[src/rtl/ifetch_pkg.sv]
// Shared widths, entry type and PC arithmetic for the instruction fetch stage.
package ifetch_pkg;

  localparam int PC_W    = 16;
  localparam int INSTR_W = 16;

  localparam logic [INSTR_W-1:0] NOP_INSTR = 16'h0000;

  typedef struct packed {
    logic [PC_W-1:0]    pc;
    logic [INSTR_W-1:0] instr;
  } fetch_entry_t;

  localparam fetch_entry_t EMPTY_ENTRY = '{pc: '0, instr: NOP_INSTR};

  // Sequential PC advance; wraps modulo 2^PC_W.
  function automatic logic [PC_W-1:0] pc_advance(input logic [PC_W-1:0] pc,
                                                 input int unsigned   step);
    return pc + PC_W'(step);
  endfunction

endpackage

[src/rtl/fetch_queue.sv]
// Two-entry FIFO of {pc, instr} pairs between fetch and decode.
module fetch_queue
  import ifetch_pkg::*;
(
  input  logic         clk,
  input  logic         rst_n,
  input  logic         push,
  input  fetch_entry_t push_entry,
  input  logic         pop,
  input  logic         flush,
  output fetch_entry_t head_entry,
  output logic [1:0]   count
);

  fetch_entry_t entry_q [2];
  logic         head_q;
  logic         tail_q;
  logic [1:0]   count_q;

  always_ff @(posedge clk) begin
    if (!rst_n) begin
      entry_q[0] <= EMPTY_ENTRY;
      entry_q[1] <= EMPTY_ENTRY;
      head_q     <= 1'b0;
      tail_q     <= 1'b0;
      count_q    <= 2'd0;
    end else if (flush) begin
      // Entry contents are left alone; only the occupancy is discarded.
      head_q  <= 1'b0;
      tail_q  <= 1'b0;
      count_q <= 2'd0;
    end else begin
      // At count 2 a push is only allowed alongside a pop, so the tail slot
      // being written is the head slot being released.
      if (push) begin
        entry_q[tail_q] <= push_entry;
        tail_q          <= ~tail_q;
      end
      if (pop) begin
        head_q <= ~head_q;
      end
      count_q <= count_q + 2'(push) - 2'(pop);
    end
  end

  assign head_entry = entry_q[head_q];
  assign count      = count_q;

endmodule

[src/rtl/instr_fetch_ctrl.sv]
// Fetch-stage sequencer: owns the PC, drives the ROM address and feeds decode
// through a 2-entry queue, with redirect flush and a program-limit stall.
module instr_fetch_ctrl
  import ifetch_pkg::*;
#(
  parameter logic [PC_W-1:0] RESET_PC = 16'h0000,
  parameter int unsigned     PC_STEP  = 2,
  parameter logic [PC_W-1:0] PC_LIMIT = 16'd32
) (
  input  logic               clk,
  input  logic               rst_n,
  input  logic               fetch_en,
  output logic [PC_W-1:0]    imem_pc,
  input  logic [INSTR_W-1:0] imem_instr,
  input  logic               redirect_valid,
  input  logic [PC_W-1:0]    redirect_pc,
  output logic               out_valid,
  input  logic               out_ready,
  output logic [INSTR_W-1:0] out_instr,
  output logic [PC_W-1:0]    out_pc,
  output logic               idle,
  output logic [15:0]        delivered_cnt
);

  logic [PC_W-1:0] pc_q;
  logic [15:0]     delivered_q;
  fetch_entry_t    hold_q;
  fetch_entry_t    head_entry;
  fetch_entry_t    push_entry;
  logic [1:0]      count;
  logic            queue_nonempty;
  logic            pc_in_range;
  logic            pop;
  logic            do_fetch;

  assign queue_nonempty = (count != 2'd0);
  assign pc_in_range    = (pc_q < PC_LIMIT);

  // A redirect cycle hides the head so no handshake can complete with it.
  assign out_valid = queue_nonempty & ~redirect_valid;
  assign pop       = out_valid & out_ready;
  assign do_fetch  = fetch_en & ~redirect_valid & pc_in_range
                   & ((count < 2'd2) | pop);

  assign push_entry = '{pc: pc_q, instr: imem_instr};

  fetch_queue u_queue (
    .clk        (clk),
    .rst_n      (rst_n),
    .push       (do_fetch),
    .push_entry (push_entry),
    .pop        (pop),
    .flush      (redirect_valid),
    .head_entry (head_entry),
    .count      (count)
  );

  always_ff @(posedge clk) begin
    if (!rst_n) begin
      pc_q        <= RESET_PC;
      delivered_q <= 16'd0;
      hold_q      <= EMPTY_ENTRY;
    end else begin
      if (redirect_valid) begin
        pc_q <= redirect_pc;
      end else if (do_fetch) begin
        pc_q <= pc_advance(pc_q, PC_STEP);
      end
      if (pop) begin
        delivered_q <= delivered_q + 16'd1;
      end
      // Remembers the most recently presented head so the outputs keep
      // their last value once the queue runs empty.
      if (queue_nonempty) begin
        hold_q <= head_entry;
      end
    end
  end

  assign out_pc        = queue_nonempty ? head_entry.pc    : hold_q.pc;
  assign out_instr     = queue_nonempty ? head_entry.instr : hold_q.instr;
  assign imem_pc       = pc_q;
  assign idle          = ~queue_nonempty & ~(fetch_en & pc_in_range);
  assign delivered_cnt = delivered_q;

endmodule

[config.mk]
export PLATFORM = sky130hd
export DESIGN_NAME = instr_fetch_ctrl
export DESIGN_NICKNAME = d
export VERILOG_FILES = /design/src/rtl/ifetch_pkg.sv /design/src/rtl/fetch_queue.sv /design/src/rtl/instr_fetch_ctrl.sv
export SDC_FILE = /design/constraint.sdc
export NUM_CORES = 1
export LEC_CHECK = 0
export ABC_AREA = 1
export CAP_MARGIN = 40
export CORE_MARGIN = 4
export CORE_UTILIZATION = 45
export DETAILED_ROUTE_END_ITERATION = 10
export DONT_BUFFER_PORTS = 1
export SYNTH_ARGS = -nofsm -noshare
export SYNTH_HDL_FRONTEND = slang
export SYNTH_SLANG_ARGS = --single-unit
[constraint.sdc]
create_clock -name clk -period 2.5 [get_ports clk]
set_input_delay 0.25 -clock clk [delete_from_list [all_inputs] [get_ports clk]]
set_output_delay 0.25 -clock clk [all_outputs]
set_load 0.01 [all_outputs]
# Yosys cells after proc, flatten, opt, wreduce, memory -nomap -nowiden
# Memory sizes are Yosys's and may differ from the RTL's. A register that Yosys moved wholly into a read port is not among the register bits.
# Index checks and enable logic that the tools add are counted.
# totals
ram_bits	64
inputBits	37
mem_count	1
elab_cells	46
out_inout_bits	66
register_bits	68
# memory_table
memory	depth	word_bits	read_ports	rd_clocked_by_memory_dff	write_ports	line_no	source
u_queue.entry_q	2	32	1	1	2	fetch_queue.sv:15	fetch_entry_t entry_q [2];
# classes
addsub	4
n_reduce_logical	4
magnitude_cmp	2
bitwise_logic	14
n_mux	14
# op_table
operator	count
two-way mux 16 bit	4
two-way mux 32 bit	1
OR reduction 32 bit	1
adder 16 x 1 -> 16 bit (second input constant)	1
adder 16 x 2 -> 16 bit (second input constant)	1
< comparator 16 x 6 -> 1 bit (second input constant)	1
two-way mux 1 bit	9
bitwise AND 1 bit	7
inverter 1 bit	6
nonzero test 2 bit	2
adder 2 x 1 -> 2 bit	1
< comparator 2 bit (second input constant)	1
OR reduction 2 bit	1
subtractor 2 x 1 -> 2 bit	1
OR 1 bit	1

# Logic depth before layout (Yosys ltp)
# depth
word_depth	11
mapped_depth	10
mapped_depth_nobuf	9

# By module
# A second synthesis with hierarchy kept.
# hier_totals
cells_unflattened	653
area_unflattened_um2	5955.7
# by_module_without_submodules
mod	cells_per_inst	instances	area_per_inst_um2	seq_area_each_um2
fetch_queue	234	1	3002.9	2021.9
instr_fetch_ctrl	419	1	2952.8	1281.2

# Least setup slack after synthesis
# No wires, ideal clock.
# synth_path
path_type	register -> register
startpoint	register pc_q[11], in the netlist imem_pc[11]
endpoint	memory u_queue.entry_q[1][0] (netlist bit) (enable)
t_required_ns	2.111
stages_incl_launch_ff	8
arrival_time_ns	1.817
setup_ns	0.389
path_buffers	1
period_less_slack_ns	2.206
setup_slack_ns	0.294
path_cell_list	dfxtp_1 nor2_1 nand2_1 nor2_2 nand3_4 nand3b_4 buf_6 nand2_1
# synth_lines
element	line_no	source
start: declaration	instr_fetch_ctrl.sv:25	logic [PC_W-1:0] pc_q;
start signal: assignment	instr_fetch_ctrl.sv:65	pc_q <= redirect_pc;
start signal: assignment	instr_fetch_ctrl.sv:67	pc_q <= pc_advance(pc_q, PC_STEP);
end: declaration	fetch_queue.sv:15	

# Final worst setup path
# layout_path
startpoint	register u_queue.count_q[1], in the netlist u_queue.count[1]
endpoint	output out_pc[3]
# layout_between
elab_chain_cells	2
# layout_lines
element	line_no	source
start: declaration	fetch_queue.sv:18	logic [1:0] count_q;
start signal: assignment	fetch_queue.sv:42	count_q <= count_q + 2'(push) - 2'(pop);
nonzero test 2 bit	instr_fetch_ctrl.sv:36	assign queue_nonempty = (count != 2'd0);
two-way mux 16 bit	instr_fetch_ctrl.sv:80	assign out_pc = queue_nonempty ? head_entry.pc : hold_q.pc;
end: declaration	instr_fetch_ctrl.sv:20	output logic [PC_W-1:0] out_pc,
# No other way between the ends.

==> results.md <==
STA:
- After layout, the minimum clock period comes to 2.13 ns.
- Hold timing on the final database bottoms out at a slack of 0.0509 ns.
- Between clock sinks in the finished design, the worst skew comes to 0.00508 ns.
- Based on the critical path, the design can be clocked at up to 469 MHz.
- The worst pin sits at a relative slew slack of 0.583.
- Setup violations remaining at the end of the flow were counted as 0.
- Setup repair after global routing left no endpoint under its margin.
- The final count of hold timing violations is 0.
- The number of max-slew violations in the final report was 0.
- Adding up every negative setup slack in the final design gives 0 ns.
- The final period utilization is 0.854.
- The post-route worst setup slack is 0.366 ns.
- The worst-margin pin slew is 0.624 ns.

Global route:
- The number of antenna violations at the first check in global routing is 0.
- The first global-routing pass estimated 22,100 µm of wire.
- The number of global-route vias before repair came to 4,300.
- For this run, the total global-route usage over all layers was measured as 0.192.
- The pin count of the biggest net entering global routing is 41.
- The total congestion overflow after global routing is 0.

Floorplan:
- The width of the chip is 121 µm.
- During I/O placement, the number of pins put on the boundary was 103.
- The core region is 0.0126 mm².
- In this run the vertical extent of the chip is 121 µm.
- The initial core utilization is 0.458.
- The floorplan has 41 rows.
- The total die area is 0.0147 mm².

Detailed routing:
- The total length of routed wires is 13,100 µm.
- The number of vias after detailed routing is 4,314.
- The count of nets left with antenna violations once routing finished came out at 0.
- The remaining design rule violation count is 0.
- The average wire per standard cell is 15.5 µm.
- In the routed layout, each cell is associated on average with a via count of 5.09.
- The detailed router finished its first iteration with 226 violations.
- The first detailed-routing pass took 4 iterations.

Logic synthesis:
- Summed over all instances, the cell type with the most area after synthesis is sky130_fd_sc_hd__edfxtp_1.
- The number of flops mapped to enable cells by yosys is 64.
- The most used flip-flop cell after synthesis is sky130_fd_sc_hd__dfxtp_1.
- The synthesized area divided by synthesized cell count is 9.09 µm².
- The post-synth design cell area is 0.00578 mm².
- Counting every instance in the synthesized netlist gives 636.
- By area the synthesized netlist is led by sky130_fd_sc_hd__edfxtp_1 (33%), sky130_fd_sc_hd__dfxtp_1 (24%), sky130_fd_sc_hd__a21oi_1 (8.1%).
- The number of library cell types mapped by synthesis is 34.
- After synthesis, the share of flip-flops with an asynchronous set or reset is 0.
- The synthesized design contains 133 register bits.
- The share of synthesized area occupied by flip-flops and latches is 0.571.
- Yosys printed 0 warnings.
- The share of synthesized area in the top cell type comes to 0.332.

Min path:
- The path type of the worst min-delay path is in -> reg.

Power:
- The peak supply drop is 400 µV.
- The power density normalized to cell area is 755 mW/mm².
- The sum of internal, switching and leakage power is 5.03 mW.
- In this run the static leakage power is 2.65 nW.

Worst setup path:
- The maximum fanout count along the critical path is 34.
- STA classifies the critical path endpoint as an output port.
- For the worst setup path, the data required time is 2.25 ns.
- The sort of element at the start of the critical path is a flop.
- The arrival time at the worst endpoint is 1.88 ns.
- By startpoint and endpoint, the worst setup path is classified as reg -> out.

Placed design:
- Detailed placement finished with a half-perimeter wire length of 8480 µm.
- At the placement stage, the worst setup path has a slack of 0.431 ns.
- Port buffering added 0 buffers.
- The final weighted congestion in routability-driven placement is 0.790.

Clock network:
- Gates resized during post-CTS repair numbered 0.
- In this run the clock root is driven by a sky130_fd_sc_hd__clkbuf_16.
- The number of sinks driven by the clock tree is 133.
- At the later pin of the worst-skew pair, clock insertion delay measures 0.41 ns.
- The H-tree level count is 4.
- No sink is reached through more buffers than the 2 on the longest clock path.
- The clock-pin slew on the worst setup and hold paths is 0.05 ns.
- The number of buffers created by CTS is 17.
- The CTS tree is yes.

Layout:
- The fraction of layout instances using a drive strength above 1 is 0.107.
- The number of inserted diodes is 0.
- The net count of the finished layout is 704.
- The layout overhead on the synthesized area is 15.3%.

Job:
- The tool flagged a number of max-cap violations equal to 0.

Outcome:
- The flow ran to the end, and the final reports show no timing, DRC or antenna violations.
==> registers in the layout, summed over array words and instances (netlist names), named ones only <==
name,cells
u_queue.count,2
u_queue.tail_q,1
hold_q,32
delivered_cnt,16
u_queue.head_q,1
imem_pc,16
u_queue.entry_q,64
==> logic make-up after synthesis <==
logic type | after synthesis | synth area share
AO/OA/AOI/OAI | 108 | 0.0945
XOR/XNOR | 7 | 0.0106
adder cells (fa/ha/maj) | 4 | 0.00865
buffers and inverters | 80 | 0.0625
flip-flops | 133 | 0.571
other | 1 | 0.000648
AND/OR/NAND/NOR | 303 | 0.252
==> where the power goes <==
part	internal (mW)	total [mW]	switching (mW)
clock network	1.45	2.36	0.908
registers	2.37	2.42	0.0472
logic	0.0818	0.257	0.175
total	3.90	5.03	1.13
==> metal layers <==
| layer | vias to the layer above | wire, µm | part of all wire | GRT usage |
|---|---|---|---|---|
| li1 | 2140 | - | - | - |
| met4 | 0 | 251 | 0.019 | 0.0700 |
| met5 | - | 0 | 0 | 0 |
| met2 | 119 | 6140 | 0.47 | 0.299 |
| met3 | 21 | 1030 | 0.079 | 0.0709 |
| met1 | 2034 | 5710 | 0.43 | 0.244 |
==> area by class of cell <==
cell class	instances	area, µm²
clock inverter	14	138
inverter	45	169
fill	1175	5950
timing repair buffer	22	215
multi-input combinational	444	2200
sequential	133	3300
tap	172	215
clock buffer	18	429
==> through the flow <==
step | cells | cell area (µm²) | utilization
floorplan | 657 | 5860 | -
global placement | 805 | 5980 | 0.474
detailed placement | 805 | 5980 | 0.474
CTS | 848 | 6670 | 0.528
global route | 848 | 6670 | 0.528
finish | 848 | 6670 | 0.528
==> worst max-delay path: stages (launching register included) <==
cell	delay [ns]
sky130_fd_sc_hd__dfxtp_2	0.32
sky130_fd_sc_hd__buf_4	0.21
sky130_fd_sc_hd__nor2_8	0.12
sky130_fd_sc_hd__buf_4	0.34
sky130_fd_sc_hd__a21oi_1	0.10
sky130_fd_sc_hd__a21oi_1	0.35
==> what timing repair did <==
| item | 4_1_cts | 5_1_grt |
|---|---|---|
| buffers inserted | 0 | 0 |
| hold buffers | 11 | 0 |
| hold endpoints to repair | 49 | 0 |
==> cells in the mapped netlist, types with 2 or more instances <==
master / n
sky130_fd_sc_hd__buf_2: 10
sky130_fd_sc_hd__buf_4: 5
sky130_fd_sc_hd__nand4_1: 5
sky130_fd_sc_hd__edfxtp_1: 64
sky130_fd_sc_hd__nor3_1: 32
sky130_fd_sc_hd__o21ai_0: 11
sky130_fd_sc_hd__nand3b_1: 2
sky130_fd_sc_hd__and2_1: 32
sky130_fd_sc_hd__nor2_4: 3
sky130_fd_sc_hd__nand3_1: 21
sky130_fd_sc_hd__dfxtp_1: 69
sky130_fd_sc_hd__buf_6: 4
sky130_fd_sc_hd__inv_1: 44
sky130_fd_sc_hd__nor2_1: 59
sky130_fd_sc_hd__xor2_1: 4
sky130_fd_sc_hd__xnor2_1: 3
sky130_fd_sc_hd__nor2_2: 19
sky130_fd_sc_hd__nand2_1: 122
sky130_fd_sc_hd__ha_1: 4
sky130_fd_sc_hd__nor3_4: 2
sky130_fd_sc_hd__a21oi_1: 94
sky130_fd_sc_hd__clkbuf_1: 15
==> cells in the final DEF, fill, tap and decap left out, drive strengths merged, types with 2 or more instances in the layout <==
cell | synthesis | final
and2 | 32 | 32
nand3b | 3 | 3
o21ai | 11 | 11
bufinv | 0 | 2
edfxtp | 64 | 64
dlygate4sd3 | 0 | 10
ha | 4 | 4
conb | 1 | 22
clkbuf | 15 | 18
clkinv | 0 | 7
nor2 | 82 | 82
buf | 20 | 12
nand4 | 5 | 5
nand2 | 122 | 122
nand3 | 23 | 23
xor2 | 4 | 4
clkinvlp | 0 | 5
a21oi | 94 | 94
nor3 | 34 | 34
inv | 45 | 45
dfxtp | 69 | 69
xnor2 | 3 | 3
==> final timing paths <==
| kind | slack [ns] | start | cells past startpoint | endpoint |
|---|---|---|---|---|
| hold reg to reg | 0.52 | u_queue.head_q | 2 | u_queue.head_q |
| hold / removal | 0.05 | redirect_pc[0] | 2 | imem_pc[0] |
| setup / recovery | 0.37 | u_queue.count[1] | 5 | out_pc[3] |
| setup reg to reg | 0.43 | imem_pc[9] | 7 | u_queue.entry_q[1][22] |
Note: power is estimated with default switching activity, not from simulation.
